`src/rtl/vec_cpu_pkg.sv`:
```
// Shared vector-CPU definitions: ALU opcodes, ALU sequencer states and beat-count helper.
// Processor control imports the opcode enum from here as well.
package vec_cpu_pkg;

   typedef enum logic [3:0] {
      OpAndVe = 4'b0000,
      OpAndVv = 4'b0001,
      OpOrVe  = 4'b0010,
      OpOrVv  = 4'b0011,
      OpXorVe = 4'b0100,
      OpXorVv = 4'b0101,
      OpShr   = 4'b0110,
      OpShl   = 4'b0111,
      OpRor   = 4'b1000,
      OpRol   = 4'b1001,
      OpAddVv = 4'b1010,
      OpAddVe = 4'b1011,
      OpSubVv = 4'b1100,
      OpSubVe = 4'b1101,
      OpRsv0  = 4'b1110,
      OpRsv1  = 4'b1111
   } alu_op_e;

   typedef enum logic [1:0] {
      StIdle,
      StBusy,
      StDone
   } alu_state_e;

   function automatic int unsigned calc_beats(input int unsigned vec_len,
                                              input int unsigned lanes);
      return vec_len / lanes;
   endfunction

endpackage

```
`src/rtl/vec_alu_lane.sv`:
```
// Combinational single-element ALU slice; one instance per lane of vec_alu_seq.
module vec_alu_lane
   import vec_cpu_pkg::*;
#(
   parameter int unsigned ELEM_W = 8
) (
   input  alu_op_e           op,
   input  logic [ELEM_W-1:0] a,
   input  logic [ELEM_W-1:0] b,
   input  logic [ELEM_W-1:0] esc,
   output logic [ELEM_W-1:0] res
);

   localparam int unsigned SH_W = (ELEM_W > 1) ? $clog2(ELEM_W) : 1;

   logic [SH_W-1:0] sh;
   logic [SH_W:0]   sh_inv;

   assign sh     = esc[SH_W-1:0];
   // Complementary shift for rotates; sh=0 gives ELEM_W, which shifts everything out.
   assign sh_inv = (SH_W + 1)'(ELEM_W) - {1'b0, sh};

   always_comb begin
      res = '0;
      case (op)
         OpAndVe: res = a & esc;
         OpAndVv: res = a & b;
         OpOrVe:  res = a | esc;
         OpOrVv:  res = a | b;
         OpXorVe: res = a ^ esc;
         OpXorVv: res = a ^ b;
         OpShr:   res = a >> sh;
         OpShl:   res = a << sh;
         OpRor:   res = (a >> sh) | (a << sh_inv);
         OpRol:   res = (a << sh) | (a >> sh_inv);
         OpAddVv: res = a + b;
         OpAddVe: res = a + esc;
         OpSubVv: res = a - b;
         OpSubVe: res = a - esc;
         default: res = '0;
      endcase
   end

endmodule

```
`src/rtl/vec_alu_seq.sv`:
```
// Multi-cycle vector ALU: latches operands on start, computes LANES elements per beat,
// then holds the full result with alu_rdy high until the next start.
module vec_alu_seq
   import vec_cpu_pkg::*;
#(
   parameter int unsigned VEC_LEN = 8,
   parameter int unsigned ELEM_W  = 8,
   parameter int unsigned LANES   = 2
) (
   input  logic                      clk,
   input  logic                      rst_n,
   input  logic                      alu_st,
   input  logic [3:0]                alu_op,
   input  logic [VEC_LEN*ELEM_W-1:0] vec_a,
   input  logic [VEC_LEN*ELEM_W-1:0] vec_b,
   input  logic [ELEM_W-1:0]         esc,
   output logic                      alu_rdy,
   output logic [VEC_LEN*ELEM_W-1:0] vec_res
);

   localparam int unsigned BEATS = calc_beats(VEC_LEN, LANES);
   localparam int unsigned CNT_W = (BEATS > 1) ? $clog2(BEATS) : 1;
   localparam int unsigned IDX_W = (VEC_LEN > 1) ? $clog2(VEC_LEN) : 1;

   alu_state_e        state_q, state_d;
   logic [CNT_W-1:0]  cnt_q, cnt_d;
   alu_op_e           op_q, op_d;
   logic [ELEM_W-1:0] esc_q, esc_d;
   logic [ELEM_W-1:0] a_q [VEC_LEN];
   logic [ELEM_W-1:0] a_d [VEC_LEN];
   logic [ELEM_W-1:0] b_q [VEC_LEN];
   logic [ELEM_W-1:0] b_d [VEC_LEN];
   logic [ELEM_W-1:0] res_q [VEC_LEN];
   logic [ELEM_W-1:0] res_d [VEC_LEN];
   logic [ELEM_W-1:0] a_in [VEC_LEN];
   logic [ELEM_W-1:0] b_in [VEC_LEN];

   logic [IDX_W-1:0]  base_idx;
   logic [IDX_W-1:0]  lane_idx [LANES];
   logic [ELEM_W-1:0] lane_res [LANES];

   for (genvar g = 0; g < VEC_LEN; g++) begin : g_elem
      assign a_in[g] = vec_a[g*ELEM_W +: ELEM_W];
      assign b_in[g] = vec_b[g*ELEM_W +: ELEM_W];
      assign vec_res[g*ELEM_W +: ELEM_W] = res_q[g];
   end

   assign base_idx = IDX_W'(cnt_q) * IDX_W'(LANES);

   for (genvar l = 0; l < LANES; l++) begin : g_lane
      assign lane_idx[l] = base_idx + IDX_W'(l);

      vec_alu_lane #(
         .ELEM_W (ELEM_W)
      ) u_lane (
         .op  (op_q),
         .a   (a_q[lane_idx[l]]),
         .b   (b_q[lane_idx[l]]),
         .esc (esc_q),
         .res (lane_res[l])
      );
   end

   always_comb begin
      state_d = state_q;
      cnt_d   = cnt_q;
      op_d    = op_q;
      esc_d   = esc_q;
      a_d     = a_q;
      b_d     = b_q;
      res_d   = res_q;
      case (state_q)
         StIdle, StDone: begin
            if (alu_st) begin
               op_d    = alu_op_e'(alu_op);
               esc_d   = esc;
               a_d     = a_in;
               b_d     = b_in;
               cnt_d   = '0;
               state_d = StBusy;
            end
         end
         StBusy: begin
            // Start requests are ignored here; decode re-presents them once DONE.
            for (int l = 0; l < LANES; l++) begin
               res_d[lane_idx[l]] = lane_res[l];
            end
            cnt_d = cnt_q + 1'b1;
            if (cnt_q == CNT_W'(BEATS - 1)) begin
               cnt_d   = '0;
               state_d = StDone;
            end
         end
         default: state_d = StIdle;
      endcase
   end

   always_ff @(posedge clk or negedge rst_n) begin
      if (!rst_n) begin
         state_q <= StIdle;
         cnt_q   <= '0;
         op_q    <= OpAndVe;
         esc_q   <= '0;
         for (int i = 0; i < VEC_LEN; i++) begin
            a_q[i]   <= '0;
            b_q[i]   <= '0;
            res_q[i] <= '0;
         end
      end else begin
         state_q <= state_d;
         cnt_q   <= cnt_d;
         op_q    <= op_d;
         esc_q   <= esc_d;
         a_q     <= a_d;
         b_q     <= b_d;
         res_q   <= res_d;
      end
   end

   assign alu_rdy = (state_q == StDone);

endmodule

```
`config.mk`:
```
export PLATFORM = sky130hd
export DESIGN_NAME = vec_alu_seq
export DESIGN_NICKNAME = d
export VERILOG_FILES = /design/src/rtl/vec_cpu_pkg.sv /design/src/rtl/vec_alu_lane.sv /design/src/rtl/vec_alu_seq.sv
export SDC_FILE = /design/constraint.sdc
export NUM_CORES = 1
export LEC_CHECK = 0
export ABC_AREA = 1
export BUFFER_PORTS_ARGS = -buffer_cell sky130_fd_sc_hd__buf_2
export CORE_ASPECT_RATIO = 0.5
export CORE_UTILIZATION = 58
export DETAILED_ROUTE_END_ITERATION = 8
export GPL_TIMING_DRIVEN = 0
export PLACE_DENSITY_LB_ADDON = 0.08
export SLEW_MARGIN = 30
export SYNTH_ARGS = -nofsm -noshare
export SYNTH_HDL_FRONTEND = slang
export SYNTH_SLANG_ARGS = --single-unit
export TNS_END_PERCENT = 1
```
`constraint.sdc`:
```
create_clock -name clk -period 4.39 [get_ports clk]
set_clock_uncertainty 0.2 [all_clocks]
set_input_delay 0.2195 -clock clk [delete_from_list [all_inputs] [get_ports clk]]
set_output_delay 0.2195 -clock clk [all_outputs]
set_load 0.05 [all_outputs]
```
==> summary by stage, run 1 <==
Logic synthesis
The synthesized net count is 1869. The prevailing post-synth register cell is sky130_fd_sc_hd__dfrtp_1. In the post-synthesis netlist, the biggest area contributors are sky130_fd_sc_hd__dfrtp_1 (40%), sky130_fd_sc_hd__nand2_1 (14%), sky130_fd_sc_hd__mux2_2 (11%). The most common cell in the synthesized netlist is sky130_fd_sc_hd__nand2_1.

Of the post-synthesis cell area, the dominant cell type holds 0.397. The number of synthesized flops with an enable pin is 0. The area of the mapped netlist is 0.0131 mm². The gate count after technology mapping is 1702. In this run, distinct cell masters in the synthesized netlist total 50.

The count of warnings emitted by yosys is 0. The dominant cell type by area after synthesis is sky130_fd_sc_hd__dfrtp_1. A synthesized cell averages 7.70 µm².

Counting flops and latches in the post-synthesis netlist gives 208. The fraction of registers with async set/reset is 1.00. The share of the Yosys chip area taken by registers is 0.397. By count the netlist is led by sky130_fd_sc_hd__nand2_1 (505), sky130_fd_sc_hd__dfrtp_1 (208), sky130_fd_sc_hd__nand3_1 (155).

Place
At the end of routability-driven placement, the weighted congestion stood at 1.07. The detailed placement HPWL is 40.0 mm. The count of buffers inserted at the top-level ports is 207.

Status
The stage where the run came to a stop is global routing (5_1_grt). The first error in the log reads "[ERROR GRT-0232] Routing congestion too high. Check the congestion heatmap in the GUI". The flow did not finish.

Floorplan
In this run the horizontal extent of the chip is 215 µm. The floorplan has 38 rows. Measured along the y axis, the die boundary spans 108 µm. The initial utilization of the core area, before any placement, comes to 0.598. For this design the top-level I/O count stands at 208.

GRT
The total congestion overflow after global routing is 72. In the global route stage, overall resource usage came out at 0.754. Entering global routing, the biggest net connects 82 pins.

Clocking
The level count of the clock H-tree is 1. The number of buffers created by CTS is 19. The number of sinks driven by the clock tree is 208. The longest clock path from root to sink contains 3 buffers. Clock tree synthesis selected as its root buffer the cell sky130_fd_sc_hd__clkbuf_16.

Timing
The end pin of the worst setup path after global-route repair is vec_res[38]$_DFFE_PN0P_/D. After the last repair the worst path ends at a sequential cell input.
timing repair:
item | in CTS
hold buffers | 144
hold endpoints to repair | 349
gates resized for setup | 23
endpoints found under the setup margin | 56
pin swaps | 2
buffers inserted | 1
stage by stage:
step           hold slack [ns]  cell area [µm²]  setup slack (ns)   util  instances
2_1_floorplan           -0.276            13100             0.695      -       1702
4_1_cts                  0.226            16700            0.0249  0.763       2387
3_3_place_gp             0.219            14500             -1.29  0.662       2209
3_5_place_dp           -0.0466            14600             -1.23  0.665       2211
layer usage:
metal,global-route usage,GRT overflow
met5,0.450,0
met4,0.622,27
met3,0.670,15
met2,0.903,25
met1,0.764,5
kinds of logic after synthesis:
logic type               synth area share
AND/OR/NAND/NOR                     0.270
AO/OA/AOI/OAI                       0.112
buffers and inverters              0.0702
flip-flops                          0.397
multiplexers                        0.119
adder cells (fa/ha/maj)            0.0241
XOR/XNOR                          0.00726
==> run 2, diff against run 1 <==
--- a/config.mk
+++ b/config.mk
@@ -7,11 +7,10 @@
 export LEC_CHECK = 0
 export ABC_AREA = 1
 export BUFFER_PORTS_ARGS = -buffer_cell sky130_fd_sc_hd__buf_2
-export CORE_ASPECT_RATIO = 0.5
-export CORE_UTILIZATION = 58
+export CORE_UTILIZATION = 40
 export DETAILED_ROUTE_END_ITERATION = 8
 export GPL_TIMING_DRIVEN = 0
-export PLACE_DENSITY_LB_ADDON = 0.08
+export PLACE_DENSITY_LB_ADDON = 0.15
 export SLEW_MARGIN = 30
 export SYNTH_ARGS = -nofsm -noshare
 export SYNTH_HDL_FRONTEND = slang
==> summary by stage, run 2 <==
Status
The run finished, with violations left. The checks that failed: negative hold slack.

GRT
The largest net degree at the start of global routing is 76. The global-route wire length before repair is 82.0 mm. After global routing the overflow that remains totals 0. The number of global-route vias before repair was 13.5k. The total routing usage reported by global routing is 0.325. The number of antenna violations at the first check in global routing is 0.

Setup path
The maximum single-stage delay on the critical path is 0.47 ns. Along the worst path, the maximum fanout reaches 10. The type of the worst setup path is flop to flop. The cell repeated most along the worst path is sky130_fd_sc_hd__nand2_1.

The slowest stage of the critical path is the sky130_fd_sc_hd__dfrtp_2 cell. The worst setup path is launched from a flop. The critical path goes through clkinv_4 -> clkbuf_4 -> ha_1 -> xor2_4 -> clkbuf_4 -> o211ai_1 -> o21ai_1 -> ha_1 -> nand2_1 -> nand2_1 -> a31oi_1 -> o21ai_0 -> a21oi_1 -> nand2_1 -> nand2_1 -> nand4_1 -> nand2_1 -> nand2_1. The worst path required time is 4.62 ns. For the worst setup path, the data arrival time is 4.47 ns.

The nature of the critical path endpoint is a flop.

Route
The via density per instance is 5.43. The number of antenna-violating nets in the routed design is 0. The total wire length after detailed routing is 53.9 mm. The number of DRC markers in iteration 0 is 1156. For this run, design rule violations remaining after detail routing come to 0. The routed length per instance is 21.3 µm. The total number of vias is 13.8k.

The number of detailed-routing iterations run before antenna repair is 5.

Timing
Setup violations remaining at the end of the flow were counted as 0. The sum of negative setup slack is 0 ns. The slew at the pin closest to its max-slew limit is 0.872 ns. The worst hold margin is -0.0105 ns.

The final hold violation count is 4. Setup repair after global routing could not meet its margin everywhere. Static timing analysis puts the maximum clock frequency at 0.236 GHz. The count of pins over their slew limit is 0. The shortest clock period the worst path allows after layout is 4.23 ns. The post-route clock period utilization is 0.965.

The worst max-slew margin expressed relative to the limit is 0.416.

Logic synthesis
The number of synthesized flops with an enable pin came to 0 (unchanged). The average cell area after synthesis is 7.70 µm² (unchanged). The number of synthesized register bits is 208 (unchanged). The number of distinct library cells after synthesis came to 50 (unchanged). The fraction of registers with async set/reset came to 1.00 (unchanged). The fraction of synthesized cell area taken by the top area cell type is 0.397 (unchanged). The gate count after technology mapping came to 1702 (unchanged). The post-synthesis sequential area ratio is 0.397 (unchanged). The most frequent cell after synthesis is sky130_fd_sc_hd__nand2_1. The area of the mapped netlist came to 0.0131 mm² (unchanged). In the synthesized netlist the dominant register cell turns out to be sky130_fd_sc_hd__dfrtp_1. The synthesized design spends more area on one cell type than any other, namely sky130_fd_sc_hd__dfrtp_1.

The count of warnings emitted by yosys is 0 (unchanged). Sorting the synthesized cells by area gives the leading types as sky130_fd_sc_hd__dfrtp_1 (40%), sky130_fd_sc_hd__nand2_1 (14%), sky130_fd_sc_hd__mux2_2 (11%). Counting instances in the post-synthesis netlist gives the leading cell types as sky130_fd_sc_hd__nand2_1 (505), sky130_fd_sc_hd__dfrtp_1 (208), sky130_fd_sc_hd__nand3_1 (155). The synthesized net count was 1869 (unchanged).

Layout
The multi-input logic area is 0.00704 mm². In the final layout, the share of cells above drive strength 1 is 0.231. The share of the core filled with cells is 0.538. The library cells used most frequently in the layout, excluding fill and tap cells, are sky130_fd_sc_hd__nand2_1 (504), sky130_fd_sc_hd__buf_2 (221), sky130_fd_sc_hd__dfrtp_1 (205), sky130_fd_sc_hd__nand3_1 (153), sky130_fd_sc_hd__dlygate4sd3_1 (142). Fill cells in the final layout number 3119. The sequential cell area in the final layout is 0.00521 mm².

The antenna diode count is 0. The most common library cell in the layout ignoring fill and taps is sky130_fd_sc_hd__nand2_1. The layout-stage area growth over the synthesis result is 30.9%. The net count reported at finish is 2249. The post-route non-filler standard cell count is 2535.

Clocking
Clock-pin slew was measured on the worst setup and hold paths at 0.06 ns. The CTS tree is yes. The clock reaches the later pin of the worst-skew pair after 0.57 ns. The tree is rooted in a sky130_fd_sc_hd__clkbuf_16.

The level count of the clock H-tree was 1 (unchanged). The number of buffers created by CTS is 24 (+5). The number of sinks driven by the clock tree is 208 (unchanged). The maximum count of clock buffers along a single path is 3 (unchanged).

Floorplan
The width of the die was 183 µm (-15%). The initial core utilization is 0.411 (-0.187). The total die area is 0.0335 mm². The number of I/O pins was 208 (unchanged). The core region is 0.0319 mm². The floorplan die height is 183 µm (+69%). The number of rows in the core area is 65 (+71%).

Run
Max-cap violations in this run came to 0.

Place
The number of placed instances with taps included is 2346 (+6.1%). The final estimated routing congestion in global placement is 0.961 (-10%). The detailed placement HPWL came to 39.7 mm (-0.83%). The count of buffers inserted at the top-level ports is 207 (unchanged).

Hold path
In this run the worst hold path is classified as input port to asynchronous set/reset pin.
run 2: per-stage QoR:
step           cell area (µm²)  hold WS (ns)  setup slack (ns)
2_1_floorplan            13100        -0.276             0.695
3_3_place_gp             14700         0.229             -1.62
3_5_place_dp             14700     -0.000585             -1.54
4_1_cts                  17100       0.00914           0.00695
5_1_grt                  17100        0.0297           -0.0298
6_report                 17100       -0.0105             0.155
run 2: final cells by class:
class	count	share of cell area
Multi-Input combinational cell	1276	0.411
Sequential cell	208	0.304
Timing Repair Buffer	357	0.150
Clock buffer	40	0.0438
Tap cell	435	0.0317
Inverter	136	0.0306
Buffer	79	0.0240
Clock inverter	4	0.00555
run 2: cells by family (layout without fill, tap and decap cells):
kind of cell    count (synthesis)  in the layout  synth area share
xor+xnor                       10             10           0.00726
compound gates                263            263             0.112
flops                         208            208             0.397
mux                           140            140             0.119
simple gates                  839            839             0.270
buf+inv                       218            616            0.0702
fa+ha+maj                      24             24            0.0241
run 2: final timing paths:
check,start,to,slack (ns),cells past startpoint
setup / recovery,esc_q[1],vec_res[37],0.16,18
setup reg to reg,esc_q[1],vec_res[37],0.16,18
max in group asynchronous,rst_n,vec_res[44],2.85,4
hold / removal,rst_n,esc_q[5],-0.01,2
hold reg to reg,vec_res[54],vec_res[54],0.27,2
min in group clk,vec_a[51],a_q[11],0.21,3
run 2: per-layer routing:
layer	wire length, µm	up-vias	share of wire	track usage
met5	0	-	0	0
met4	1880	0	0.035	0.109
met3	3820	107	0.071	0.0461
met2	24600	579	0.46	0.526
met1	23600	6662	0.44	0.447
li1	-	6421	-	-
run 2: critical path: cells and delay by family, from the launching register on:
| kind | cells | cell delay (ns) |
|---|---|---|
| XOR/XNOR | 1 | 0.20 |
| buffers and inverters | 3 | 0.67 |
| AO/OA/AOI/OAI | 5 | 1.13 |
| AND/OR/NAND/NOR | 7 | 0.76 |
| flip-flops | 1 | 0.47 |
| adder cells (fa/ha/maj) | 2 | 0.67 |
run 2: repair_timing:
action,4_1_cts,5_1_grt
gates resized for setup,20,16
endpoints found under the setup margin,56,39
endpoints found under the hold margin,274,0
pin swaps,1,3
hold buffers,142,0
setup buffers,3,3
Power of run 2 is not shown: default switching activity piles up to over one toggle a cycle in this logic, so the estimate is an artifact.
